<file path="src/rtl/icache_pkg.sv">
// Shared types and geometry for the direct-mapped instruction cache.
package icache_pkg;

    localparam int NUM_BLOCKS  = 8;
    localparam int BLOCK_WORDS = 4;
    localparam int TAG_W       = 3;
    localparam int INDEX_W     = 3;
    localparam int OFFSET_W    = 2;
    localparam int WORD_W      = 32;
    localparam int BLOCK_W     = BLOCK_WORDS * WORD_W;
    localparam int MADDR_W     = TAG_W + INDEX_W;

    typedef enum logic [1:0] {
        ST_IDLE     = 2'd0,
        ST_MEM_READ = 2'd1,
        ST_UPDATE   = 2'd2
    } state_t;

    typedef struct packed {
        logic               valid;
        logic [TAG_W-1:0]   tag;
        logic [BLOCK_W-1:0] data;
    } line_t;

    // Pick one 32-bit word out of a block; word k lives at bits [32k+31:32k].
    function automatic logic [WORD_W-1:0] select_word(
        input logic [BLOCK_W-1:0]  blk,
        input logic [OFFSET_W-1:0] off
    );
        logic [WORD_W-1:0] w;
        case (off)
            2'd0:    w = blk[31:0];
            2'd1:    w = blk[63:32];
            2'd2:    w = blk[95:64];
            default: w = blk[127:96];
        endcase
        return w;
    endfunction

endpackage

</file>
<file path="src/rtl/instr_cache_array.sv">
// Line storage for the instruction cache: valid bits, tags and block data.
// Writes and the valid clear are synchronous; reads are combinational by index.
module instr_cache_array
    import icache_pkg::*;
(
    input  logic               clk,
    input  logic               clear,
    input  logic               wr_en,
    input  logic [INDEX_W-1:0] wr_index,
    input  logic [TAG_W-1:0]   wr_tag,
    input  logic [BLOCK_W-1:0] wr_data,
    input  logic [INDEX_W-1:0] rd_index,
    output line_t              rd_line
);

    logic [NUM_BLOCKS-1:0] valid;
    logic [TAG_W-1:0]      tag_mem  [NUM_BLOCKS];
    logic [BLOCK_W-1:0]    data_mem [NUM_BLOCKS];

    // Valid bits: cleared wholesale, set when a fill lands in a line.
    always_ff @(posedge clk) begin
        if (clear) begin
            valid <= '0;
        end else if (wr_en) begin
            valid[wr_index] <= 1'b1;
        end
    end

    // Tag and data payload; only meaningful once the matching valid bit is set.
    always_ff @(posedge clk) begin
        if (!clear && wr_en) begin
            tag_mem[wr_index]  <= wr_tag;
            data_mem[wr_index] <= wr_data;
        end
    end

    // Combinational line read for the hit compare and word select.
    always_comb begin
        rd_line.valid = valid[rd_index];
        rd_line.tag   = tag_mem[rd_index];
        rd_line.data  = data_mem[rd_index];
    end

endmodule

</file>
<file path="src/rtl/instr_cache.sv">
// Direct-mapped read-only instruction cache between CPU fetch and instruction memory.
//
//  state       | meaning
//  ------------+-----------------------------------------------------------
//  ST_IDLE     | serve hits combinationally; a miss stalls and latches PC[9:4]
//  ST_MEM_READ | request the latched block; wait for memory to drop busywait
//  ST_UPDATE   | write the captured block, tag and valid into the latched line
module instr_cache
    import icache_pkg::*;
(
    input  logic               CLK,
    input  logic               RESET,
    input  logic [31:0]        PC,
    output logic [WORD_W-1:0]  INSTRUCTION,
    output logic               BUSYWAIT,
    output logic               MEM_READ,
    output logic [MADDR_W-1:0] MEM_ADDRESS,
    input  logic [BLOCK_W-1:0] MEM_READDATA,
    input  logic               MEM_BUSYWAIT
);

    state_t               state;
    state_t               next_state;
    logic [MADDR_W-1:0]   miss_addr;
    logic [BLOCK_W-1:0]   fill_data;
    logic [WORD_W-1:0]    last_instr;
    logic [INDEX_W-1:0]   pc_index;
    logic [TAG_W-1:0]     pc_tag;
    logic [OFFSET_W-1:0]  pc_offset;
    line_t                cur_line;
    logic                 hit;
    logic [WORD_W-1:0]    hit_word;
    logic                 busy;
    logic                 mem_rd;
    logic                 wr_en;
    logic                 unused_pc;

    assign pc_offset = PC[3:2];
    assign pc_index  = PC[6:4];
    assign pc_tag    = PC[9:7];
    assign unused_pc = ^{PC[31:10], PC[1:0]};

    instr_cache_array u_array (
        .clk      (CLK),
        .clear    (!RESET),
        .wr_en    (wr_en),
        .wr_index (miss_addr[INDEX_W-1:0]),
        .wr_tag   (miss_addr[MADDR_W-1:INDEX_W]),
        .wr_data  (fill_data),
        .rd_index (pc_index),
        .rd_line  (cur_line)
    );

    assign hit      = cur_line.valid && (cur_line.tag == pc_tag);
    assign hit_word = select_word(cur_line.data, pc_offset);
    assign wr_en    = RESET && (state == ST_UPDATE);

    // State register; reset abandons any fill in flight.
    always_ff @(posedge CLK) begin
        if (!RESET) begin
            state <= ST_IDLE;
        end else begin
            state <= next_state;
        end
    end

    // Miss address, fill buffer and the held instruction shown while stalled.
    always_ff @(posedge CLK) begin
        if (!RESET) begin
            miss_addr  <= '0;
            fill_data  <= '0;
            last_instr <= '0;
        end else begin
            case (state)
                ST_IDLE: begin
                    if (hit) begin
                        last_instr <= hit_word;
                    end else begin
                        miss_addr <= PC[9:4];
                    end
                end
                ST_MEM_READ: begin
                    if (!MEM_BUSYWAIT) begin
                        fill_data <= MEM_READDATA;
                    end
                end
                default: ;
            endcase
        end
    end

    // Next-state and control decode.
    always_comb begin
        next_state = state;
        busy       = 1'b0;
        mem_rd     = 1'b0;
        case (state)
            ST_IDLE: begin
                if (!hit) begin
                    busy       = 1'b1;
                    next_state = ST_MEM_READ;
                end
            end
            ST_MEM_READ: begin
                busy   = 1'b1;
                mem_rd = 1'b1;
                if (!MEM_BUSYWAIT) begin
                    next_state = ST_UPDATE;
                end
            end
            ST_UPDATE: begin
                busy       = 1'b1;
                next_state = ST_IDLE;
            end
            default: begin
                next_state = ST_IDLE;
            end
        endcase
    end

    // Outputs sit at their reset values while RESET is held low; while stalled
    // the last delivered instruction is held rather than the raw array word.
    always_comb begin
        BUSYWAIT    = RESET && busy;
        MEM_READ    = RESET && mem_rd;
        MEM_ADDRESS = RESET ? miss_addr : '0;
        if (!RESET) begin
            INSTRUCTION = '0;
        end else if ((state == ST_IDLE) && hit) begin
            INSTRUCTION = hit_word;
        end else begin
            INSTRUCTION = last_instr;
        end
    end

endmodule

</file>
<file path="config.mk">
export PLATFORM = sky130hd
export DESIGN_NAME = instr_cache
export DESIGN_NICKNAME = d
export VERILOG_FILES = /design/src/rtl/icache_pkg.sv /design/src/rtl/instr_cache_array.sv /design/src/rtl/instr_cache.sv
export SDC_FILE = /design/constraint.sdc
export NUM_CORES = 1
export LEC_CHECK = 0
export ABC_AREA = 1
export CAP_MARGIN = 20
export CELL_PAD_IN_SITES_DETAIL_PLACEMENT = 1
export CELL_PAD_IN_SITES_GLOBAL_PLACEMENT = 1
export CORE_MARGIN = 1.5
export CORE_UTILIZATION = 30
export CTS_CLUSTER_DIAMETER = 40
export CTS_CLUSTER_SIZE = 10
export DETAILED_ROUTE_END_ITERATION = 12
export GPL_ROUTABILITY_DRIVEN = 0
export PLACE_DENSITY_LB_ADDON = 0.1
export SLEW_MARGIN = 10
export SYNTH_ARGS = -nofsm -noshare
export SYNTH_HDL_FRONTEND = slang
export SYNTH_SLANG_ARGS = --single-unit
</file>
<file path="constraint.sdc">
create_clock -name CLK -period 12.7 [get_ports CLK]
set_input_delay 1.905 -clock CLK [delete_from_list [all_inputs] [get_ports CLK]]
set_output_delay 1.905 -clock CLK [all_outputs]
set_load 0.1 [all_outputs]
</file>
Word level (Yosys, flattened, before mapping)

Memory sizes are Yosys's and may differ from the RTL's.
Index checks and enable logic that the tools add are counted.
W data, S select, Z words.

Flip-flop bits (word level): 176
RAM bits: 1048
Bits of input ports: 163
Output and inout bits: 40
Word-level logic and storage cells: 50
Memories: 2

Memories:

| memory           | depth | bits a word | rd ports | clocked after memory_dff | write ports | RTL line                | RTL |
|---|---|---|---|---|---|---|---|
| u_array.data_mem | 8     | 128         | 1        | 0                        | 1           | instr_cache_array.sv:18 | `logic [BLOCK_W-1:0] data_mem [NUM_BLOCKS];` |
| u_array.tag_mem  | 8     | 3           | 1        | 0                        | 1           | instr_cache_array.sv:17 | `logic [TAG_W-1:0] tag_mem [NUM_BLOCKS];` |

Magnitude comparators: 3
Equal/unequal tests: 7
Multiplexer cells: 16
Bitwise gates (word level): 3
Reduce and logical (&&, ||, !) cells: 14

Operators with widths:

| cell                 | count |
|---|---|
| $pmux W32 S3         | 1 |
| $mux W32             | 2 |
| $lt A3 B4 Y1 const B | 2 |
| $or A8 B8 Y8         | 1 |
| $reduce_and A2 Y1    | 4 |
| $logic_and A1 B1 Y1  | 7 |
| $mux W1              | 6 |
| $mux W6              | 1 |
| $eq A2 B1 Y1 const B | 2 |
| $eq A2 B2 Y1 const B | 2 |
| $logic_not A2 Y1     | 2 |
| $mux W2              | 2 |
| $ne A2 B2 Y1 const B | 2 |
| $pmux W2 S2          | 1 |
| $bmux W1 S3          | 1 |
| $demux W1 S3         | 1 |
| $eq A3 B3 Y1         | 1 |
| $ge A3 B1 Y1 const B | 1 |
| $not A1 Y1           | 2 |
| $pmux W1 S2          | 1 |
| $reduce_or A2 Y1     | 1 |

Logic depth before layout (Yosys ltp)

Gate-level depths: netlist of run 1.

Depth in word-level cells: 6
Depth in mapped cells: 16
Gate-level depth less buffers: 13

Hierarchy

From an unflattened synthesis of run 1, not the netlist that was laid out.

Cells, all modules: 5648
Area, all modules: 53324.9 µm²

By module, submodules not included:

| module            | times used | cells each | area each (µm²) | sequential area each (µm²) |
|---|---|---|---|---|
| instr_cache_array | 1          | 4591       | 46199.3         | 31630.3 |
| instr_cache       | 1          | 1057       | 7125.6          | 3363.2 |

Worst setup path after synthesis of run 1

Ideal clock, no wire load.

Kind: input-to-reg
Start: in RESET
End: mem u_array.data_mem[1][0] in the netlist's numbering, enable pin
Setup time: 0.625 ns
Arrival time: 8.532 ns
Required time: 12.075 ns
Slack: 3.543 ns
Cell stages on the path: 5
Buffers on the path: 1
Path through: clkbuf_1 -> nand2_1 -> inv_1 -> nand2_1 -> nor2_1

Longest elaborated chain between the ends: 4

Ends and longest elaborated chain:

| item                            | RTL line                | RTL |
|---|---|---|
| from (decl)                     | instr_cache.sv:12       | `input logic RESET,` |
| $logic_and A1 B1 Y1             | instr_cache.sv:56       | `assign wr_en = RESET && (state == ST_UPDATE);` |
| $logic_and A1 B1 Y1 *           | instr_cache_array.sv:31 | `if (!clear && wr_en) begin` |
| $mux W1 *                       | instr_cache_array.sv:31 |  |
| $mux W1 (implied by the code) * | instr_cache_array.sv:33 | `data_mem[wr_index] <= wr_data;` |
| to (decl)                       | instr_cache_array.sv:18 |  |

Mark *: on every way between the ends. The rest lies on a longest branch, timed or not.

Worst setup path after layout of run 1

Start: in PC[4]
End: out INSTRUCTION[7]

Longest elaborated chain between the ends: 6
Elaborated cells on any way between the ends: 10
Those cells by class: 1 x eq/ne; 5 x mux; 2 x reduce/logical; 2 x memory

Ends and longest elaborated chain:

| item                                                | RTL line                                   | RTL |
|---|---|---|
| from (decl)                                         | instr_cache.sv:13                          | `input logic [31:0] PC,` |
| $mem_v2 Z8 W3 / $bmux W1 S3 (equally long branches) | --                                         |  |
| $eq A3 B3 Y1 / $mux W1 (equally long branches)      | instr_cache.sv:54, instr_cache_array.sv:39 |  |
| $logic_and A1 B1 Y1                                 | instr_cache.sv:54                          | `assign hit = cur_line.valid && (cur_line.tag == pc_tag);` |
| $logic_and A1 B1 Y1                                 | instr_cache.sv:129                         | `end else if ((state == ST_IDLE) && hit) begin` |
| $mux W32 *                                          | instr_cache.sv:129                         |  |
| $mux W32 *                                          | instr_cache.sv:127                         | `if (!RESET) begin` |
| to (decl)                                           | instr_cache.sv:14                          | `output logic [WORD_W-1:0] INSTRUCTION,` |

Mark *: on every way between the ends. The rest lies on a longest branch, timed or not. The select of a mux whose other input is x is not followed.

==> run metrics, run 1 <==
post-synthesis sequential area ratio=0.747; first-pass GRT wire length=225000 µm; Yosys cell types=23; Clock Skew=25.0 ps; Initial Util=0.303; pin count of the biggest net entering global routing=approximately 190; vias in the first global route=31500; CP max stage delay=1190 ps; DR iter-0 viols=a little under 2000; die width=398 µm; Area growth syn-to-layout=23.8%; Tmin final=~8600 ps; # clock sinks=around 1200; final worst slack=4100 ps; Clk Latency, worst-skew pair=a little over 800 ps; Slowest-stage cell, CP=clkdlybuf4s50_1; fmax=0.116 GHz; CP Class=in2out; required time of the worst setup path=between 10000 and 15000 ps; postcts setup bufs=0; CP Buf/Inv Count=5; Mapped Nets=3877; I/O pins=203; Vias/cell=5.05; TritonCTS clock tree=yes; cell row count=144; Final #Nets=4039; initial antenna violation count=7; final wirelength=157000 µm; layout cell share with drive strength beyond 1=0.103; port bufs=approximately 180; wire per inst=25.7 µm; Detail Route Antenna Nets=0; Reg clk slew, reported paths=roughly 50 ps; commonest cells after routing, fill and taps aside=1048 x edfxtp_1, 891 x nor2_1, 639 x o21ai_0; Die ar.=about 160000 µm²; # DRC=0; CP Capture Type=output port; period utilisation layout=0.677; CP cell instances=buf_8, inv_8, buf_4, nand2_1, nand3_1, nand3_1, a21oi_1, nor2_1, nand3_4, buf_4, nor2_1, nor2_1, clkdlybuf4s50_1; post-DP HPWL=82200 µm; hold_buf cts=0; fin. max-slew vios=0; synth warn=0; Global Route Usage Sum=0.196; Critical Path Stages=13; Yosys top cell by area=edfxtp_1; Syn Area/Cell=12.6 µm²; Hold Path Class=reg2reg; ANT cells=0; Max Root-Sink Buffers=3; Cell Area, Synth=46800 µm²; top post-synthesis cells by area=edfxtp_1 67%, dfxtp_1 7.5%, nor2_1 7.2%; Top delay family on crit path=buffers and inverters; cts bufs inserted=a little over 200; Layout Cells excl Fill=6099; RSZ-0062 raised after global routing=false; slew of the pin with the lowest slew margin=1090 ps; FF-to-FF setup slack=8970 ps; final hold viol count=0; synthesized flop and latch total=1224; Static Leak=19.6 nW; Syn Inst Count=3709; CP arrival=6700 ps; number of fill cells=16200; Root Buffer=clkbuf_16; setup TNS=0 ps; Pwr per Cell Area=191 nW/µm²; final number of setup-violating endpoints=0; Crit path top cell by count=nor2_1; first drt pass iteration count=5; critical path endpoint=INSTRUCTION[7]; GR Overflow Total=0; final core utilization=0.375; share of the synthesized area in the top cell type=0.672; Slew Limit Headroom=0.272; maximum vdd drop=0.143 mV; worst r2r path cells=8; CP Max Fanout=116; core area=155000 µm²; worst slack at placement=around 4000 ps; floorplan die height=398 µm; Max Cap Viol=0; reg2reg end=u_array.data_mem[6][64]$_DFFE_PP_; CP Launch Type=input port; htree depth=4; placed cell count=5707; worst r2r src=state[0]$_SDFFE_PN0P_; status=complete, no violations; cts repair resizes=0; CP Launch Point=PC[4]; commonest non-fill, non-tap cell in the layout=edfxtp_1; vias=30800
==> sequential cells by signal, summed over array words and instances, names as in the netlist <==
signal and count:
fill_data 128, last_instr 32, miss_addr 6, state 2, u_array.data_mem 1024, u_array.tag_mem 24
u_array.valid 8
==> per-layer routing <==
metal | wire length (µm) | GRT usage | up-vias
li1 | - | - | 14100
met1 | 74300 | 0.276 | 15800
met2 | 72100 | 0.313 | 688
met3 | 6930 | 0.0339 | 212
met4 | 3190 | 0.0510 | 4
met5 | 27 | 0 | -
==> cells in the mapped netlist <==
master / count
nand3b_1: 1
inv_1: 72
a21oi_1: 10
nor3_1: 1
nand3_1: 110
o221ai_1: 207
buf_4: 5
nand4_1: 32
buf_6: 3
o21ai_1: 1
nand2_1: 133
buf_2: 39
inv_2: 1
ha_1: 5
o22ai_1: 48
clkinv_1: 1
edfxtp_1: 1048
dfxtp_1: 176
buf_1: 5
o211ai_1: 49
clkbuf_1: 220
o21ai_0: 639
nor2_1: 903
==> stage by stage <==
| step | instance area, µm² | hold slack (ps) | power, mW |
|---|---|---|---|
| finish | 58000 | 468 | 11.1 |
| global route | 58000 | 484 | 11.4 |
| CTS | 58000 | 472 | 11.2 |
| detailed placement | 50700 | 458 | 5.34 |
| floorplan | 46800 | 440 | 5.01 |
| global placement | 50700 | 450 | 5.34 |
==> logic make-up (layout without fill, tap and decap cells) <==
group                      Yosys count  after routing  share of synthesized area
adders and majority gates            5              5                    0.00134
and+or+nand+nor                   1180           1180                     0.0993
buffers and inverters              346            692                     0.0297
DFF                               1224           1224                      0.747
AOI/OAI and AO/OA                  954            954                      0.122
==> layout make-up <==
cell class	instances	area, µm²	share of cell area
clock inverter	140	1770	0.0306
clock buffer	252	5540	0.0956
sequential	1224	35000	0.603
timing repair buffer	226	2280	0.0393
inverter	74	300	0.00518
multi-input combinational	2139	10600	0.182
tap	2044	2560	0.0441
==> worst register-to-register path, cell delays in order, from the launching register on <==
cell,delay [ps]
dfxtp_1,350
inv_1,100
ha_1,170
nand2_1,60
nor2_1,120
inv_1,170
nor2_4,660
buf_4,830
buf_4,800
==> worst min path at each step <==
stage                                        from                            end  slack [ps]  cells after the start
finish              u_array.valid[6]$_SDFFE_PN0P_  u_array.valid[6]$_SDFFE_PN0P_         470                      2
global route        u_array.valid[4]$_SDFFE_PN0P_  u_array.valid[4]$_SDFFE_PN0P_         480                      2
CTS                 u_array.valid[2]$_SDFFE_PN0P_  u_array.valid[2]$_SDFFE_PN0P_         470                      2
detailed placement  u_array.valid[2]$_SDFFE_PN0P_  u_array.valid[2]$_SDFFE_PN0P_         460                      2
global placement    u_array.valid[6]$_SDFFE_PN0P_  u_array.valid[6]$_SDFFE_PN0P_         450                      2
floorplan           u_array.valid[7]$_SDFFE_PN0P_  u_array.valid[7]$_SDFFE_PN0P_         440                      2
==> report_power, final <==
| group | switching, mW | internal (mW) |
|---|---|---|
| Clock | 2.01 | 3.80 |
| Sequential | 0.126 | 4.52 |
| Combinational | 0.443 | 0.163 |
No activity file was read; power rests on OpenSTA's default activity.
==> inputs of run 2 (changes only) <==
==> constraint.sdc (replaced) <==
create_clock -name CLK -period 8.8 [get_ports CLK]
set_input_delay 1.32 -clock CLK [delete_from_list [all_inputs] [get_ports CLK]]
set_output_delay 1.32 -clock CLK [all_outputs]
set_load 0.1 [all_outputs]
==> run 2 against run 1 <==
  * Clock skew grew 4.1 ps
  * Setup slack lost 2100 ps
  * Sequential share of layout area is essentially flat
  * Critical path depth shrank 3
  * Highest routed layer unchanged
  * Largest power group unchanged
  * Sequential power grew 44%
  * Largest cell class unchanged
  * Design area is essentially flat
==> run metrics, run 2 (synthesis results as in run 1) <==
status=complete, no violations; Clock Skew=slightly below 30 ps; htree depth=4; worst r2r path cells=7; Pwr per Cell Area=274 nW/µm²; worst r2r src=state[0]$_SDFFE_PN0P_; DR iter-0 viols=1824; final hold viol count=0; cell row count=between 100 and 150; FF-to-FF setup slack=5710 ps; # clock sinks=~1200; hold path depth=2; Static Leak=a little under 20 nW; RSZ-0062 raised after global routing=false; initial antenna violation count=6; postcts setup bufs=0; final core utilization=0.375; Placed Area=50800 µm²; Reg clk slew, reported paths=roughly 50 ps; I/O pins=203; die width=398 µm; Vias/cell=about 5.1; Final #Nets=4047; Detail Route Antenna Nets=0; port bufs=around 180; CP arrival=5480 ps; CP Launch Type=input port; Clk Latency, worst-skew pair=810 ps; floorplan die height=398 µm; hold_buf cts=0; Max Root-Sink Buffers=3; CP Class=in2out; Max Cap Viol=0; Initial Util=0.303; post-DP HPWL=83700 µm; design area=~58000 µm²; max reg flops=between 1000 and 1500; Reg with most FFs=u_array.data_mem; layout cell share with drive strength beyond 1=0.108; GR Overflow Total=0; Area growth syn-to-layout=23.9%; cts bufs inserted=207; Root Buffer=clkbuf_16; fin. max-slew vios=0; vias in the first global route=31700; number of fill cells=16100; hold_sp=u_array.valid[4]$_SDFFE_PN0P_; first drt pass iteration count=7; period utilisation layout=0.773; CP Capture Type=output port; wire per inst=25.5 µm; Slew Limit Headroom=0.292; required time of the worst setup path=around 7500 ps; fmax=approximately 0.15 GHz; commonest cells after routing, fill and taps aside=1048 x edfxtp_1, 891 x nor2_1, 639 x o21ai_0; Global Route Usage Sum=0.196; final number of setup-violating endpoints=0; CP Max Fanout=108; Hold Path Class=reg2reg; # DRC=0; maximum vdd drop=0.208 mV; vias=roughly 31000; hold path endpoint=u_array.valid[4]$_SDFFE_PN0P_; core area=155000 µm²; commonest non-fill, non-tap cell in the layout=edfxtp_1; setup TNS=0 ps; Die ar.=158000 µm²; pin count of the biggest net entering global routing=roughly 160; hold_ws=~470 ps; biggest regs=u_array.data_mem: 1024 flops, fill_data: 128 flops, last_instr: 32 flops; Tmin final=between 6000 and 7000 ps; first-pass GRT wire length=226000 µm; cts repair resizes=0; TritonCTS clock tree=yes; final wirelength=156000 µm; reg2reg end=u_array.data_mem[2][69]$_DFFE_PP_; slew of the pin with the lowest slew margin=1060 ps
[run 2: cell types whose count changed in the layout (fill, tap and decap cells not counted), moves of 7 or more]
cell	delta
clkbuf_8	+10
buf_12	+7
clkdlybuf4s50_1	-22
clkbuf_1	+8
buf_4	+22
clkinvlp_4	-11
[run 2: worst max-delay path by stage]
stage	startpoint	to	depth (start not counted)
6_report	PC[5]	INSTRUCTION[11]	10
5_1_grt	PC[5]	INSTRUCTION[11]	10
4_1_cts	PC[5]	INSTRUCTION[11]	10
3_5_place_dp	PC[5]	INSTRUCTION[11]	10
3_3_place_gp	PC[5]	INSTRUCTION[11]	10
2_1_floorplan	RESET	u_array.data_mem[1][0]$_DFFE_PP_	5
[run 2: final cells by class]
cell class,count,area (µm²),area share
well taps,2044,2560,0.0441
flip-flops and latches,1224,35000,0.603
repair buffers,233,2360,0.0407
clock buffers,272,5760,0.0993
multi-input cells,2139,10600,0.182
diodes,1,2.50,0.0000431
clock inverters,120,1490,0.0257
inverters,74,300,0.00518
[run 2: routing by layer]
layer / share of wire / global-route usage / vias to the layer above
li1: - / - / 14100
met1: 0.48 / 0.279 / 16100
met2: 0.45 / 0.303 / 636
met3: 0.042 / 0.0340 / 256
met4: 0.028 / 0.0644 / 8
met5: 0.00038 / 0 / -
[run 2: power breakdown]
part | total (mW) | switching, mW | internal (mW)
combinational | 0.873 | 0.635 | 0.238
sequential | 6.70 | 0.181 | 6.52
clock | 8.30 | 2.88 | 5.42
total | 15.9 | 3.69 | 12.2
[run 2: worst max-delay path, cell delays in order]
cell and delay [ps]:
clkbuf_8 300, inv_8 650, buf_4 650, o21ai_0 200, o221ai_1 210, o211ai_1 240, nand4_1 400, nor2_1 110
nor2_1 130, clkdlybuf4s50_1 1140
[run 2: through the flow]
| stage | power [mW] | cells | setup slack, ps |
|---|---|---|---|
| after detailed placement | 7.71 | 5714 | 1920 |
| final | 15.9 | 6107 | 2000 |
| after CTS | 16.1 | 6106 | 1930 |
| after floorplan | 7.23 | 3709 | 228 |
| after global routing | 16.4 | 6106 | 1750 |
| after global placement | 7.70 | 5714 | 1960 |
==> inputs of run 3 (changes only) <==
==> constraint.sdc (replaced) <==
create_clock -name CLK -period 6.83 [get_ports CLK]
set_input_delay 1.0245 -clock CLK [delete_from_list [all_inputs] [get_ports CLK]]
set_output_delay 1.0245 -clock CLK [all_outputs]
set_load 0.1 [all_outputs]
==> run 3 against run 2 <==
  * Utilization about the same
  * Design area is 0.12% higher
  * Sequential power increased by 29%
  * Critical path depth unchanged
  * Setup slack worse by 320 ps
  * Worst hold slack got worse by 4.6 ps
  * Combinational power up 29%
  * Register-to-register slack got worse by 1800 ps
  * Sequential cell count is the same
  * Total power rose by 27%
  * Die area is the same
  * Cell count hardly changed
  * Critical path type unchanged
==> run metrics, run 3 (synthesis results as in run 1) <==
Clk Latency, worst-skew pair=between 800 and 900 ps; Slew Limit Headroom=0.338; CP Capture Type=output port; Clock Skew=46.2 ps; Final #Nets=4052; # clock sinks=1224; Vias/cell=between 5 and 6; RSZ-0062 raised after global routing=false; DR iter-0 viols=1934; Area growth syn-to-layout=24.0%; port bufs=178; final wirelength=153000 µm; first-pass GRT wire length=222000 µm; CP Max Fanout=130; Placed Area=51100 µm²; Global Route Usage Sum=0.192; ANT cells=0; design area=58100 µm²; Reg clk slew, reported paths=40 ps; status=complete, no violations; period utilisation layout=0.754; Max Cap Viol=0; GR Overflow Total=0; Root Buffer=clkbuf_16; max reg flops=between 1000 and 1500; setup TNS=0 ps; Die ar.=approximately 160000 µm²; layout cell share with drive strength beyond 1=0.110; required time of the worst setup path=approximately 5800 ps; initial antenna violation count=4; TritonCTS clock tree=yes; fmax=0.194 GHz; Static Leak=19.7 nW; hold_buf cts=0; slew of the pin with the lowest slew margin=between 900 and 1000 ps; pin count of the biggest net entering global routing=about 180; CP Buf/Inv Count=4; Reg with most FFs=u_array.data_mem; Detail Route Antenna Nets=0; CP arrival=around 4100 ps; commonest non-fill, non-tap cell in the layout=edfxtp_1; fin. max-slew vios=0; CP max stage delay=570 ps; Tmin final=5150 ps; maximum vdd drop=0.284 mV; floorplan die height=approximately 400 µm; Pwr per Cell Area=346 nW/µm²; die width=398 µm; Top delay family on crit path=buffers and inverters; postcts setup bufs=0; final hold viol count=0; Slowest-stage cell, CP=inv_8; core area=155000 µm²; CP cell instances=buf_8, inv_8, buf_12, o21ai_0, o221ai_1, nand3_1, nand4_1, nor2_1, nor2_1, buf_12; post-DP HPWL=83100 µm; first drt pass iteration count=5; cts repair resizes=0; final number of setup-violating endpoints=0; vias in the first global route=31200; cts bufs inserted=a little over 200; wire per inst=between 20 and 30 µm; vias=30800; Hold Path Class=reg2reg; cell row count=144; commonest cells after routing, fill and taps aside=1048 x edfxtp_1, 891 x nor2_1, 639 x o21ai_0; # DRC=0; htree depth=4; CP Launch Type=input port; Initial Util=0.303; I/O pins=203; biggest regs=u_array.data_mem: 1024 flops, fill_data: 128 flops, last_instr: 32 flops; CP Class=in2out; Max Root-Sink Buffers=3
-- run 3: tightest hold or removal path, stage by stage (launching register included) --
cell,delay [ps]
dfxtp_1,320
nor2_1,50
nor2_1,70
-- run 3: area by class of cell --
type,count,area (µm²)
fill,16200,96500
clock inverter,119,1320
tap,2044,2560
sequential,1224,35000
inverter,74,300
clock buffer,270,5700
timing repair buffer,239,2670
multi-input combinational,2139,10600
-- run 3: path summary, 6_finish.rpt --
| path | startpoint | end | slack [ps] | depth (start not counted) |
|---|---|---|---|---|
| setup / recovery | PC[4] | INSTRUCTION[18] | 1680 | 10 |
| hold / removal | u_array.valid[3]$_SDFFE_PN0P_ | u_array.valid[3]$_SDFFE_PN0P_ | 470 | 2 |
| setup reg to reg | state[0]$_SDFFE_PN0P_ | u_array.data_mem[7][39]$_DFFE_PP_ | 3920 | 6 |
| hold reg to reg | u_array.valid[3]$_SDFFE_PN0P_ | u_array.valid[3]$_SDFFE_PN0P_ | 470 | 2 |
-- run 3: power breakdown --
group	internal, mW	switching [mW]	leakage [nW]	total (mW)
clock	6.70	3.65	3.41	10.3
sequential	8.40	0.228	11.2	8.63
combinational	0.320	0.815	5.11	1.13
total	15.4	4.69	19.7	20.1
-- run 3: through the flow --
stage	power, mW	setup WS [ps]	utilization	hold slack, ps	cells
after floorplan	9.31	-1450	-	440	3709
after global placement	9.93	1570	0.330	450	5720
after detailed placement	9.94	1560	0.330	460	5720
after CTS	20.4	1550	0.376	470	6109
after global routing	20.8	1360	0.376	508	6109
final	20.1	1680	0.376	467	6109
-- run 3: metal layers --
metal / GRT usage / part of all wire / vias up
li1: - / - / 14100
met1: 0.279 / 0.49 / 15900
met2: 0.298 / 0.45 / 548
met3: 0.0285 / 0.035 / 204
met4: 0.0517 / 0.019 / 0
met5: 0 / 0 / -
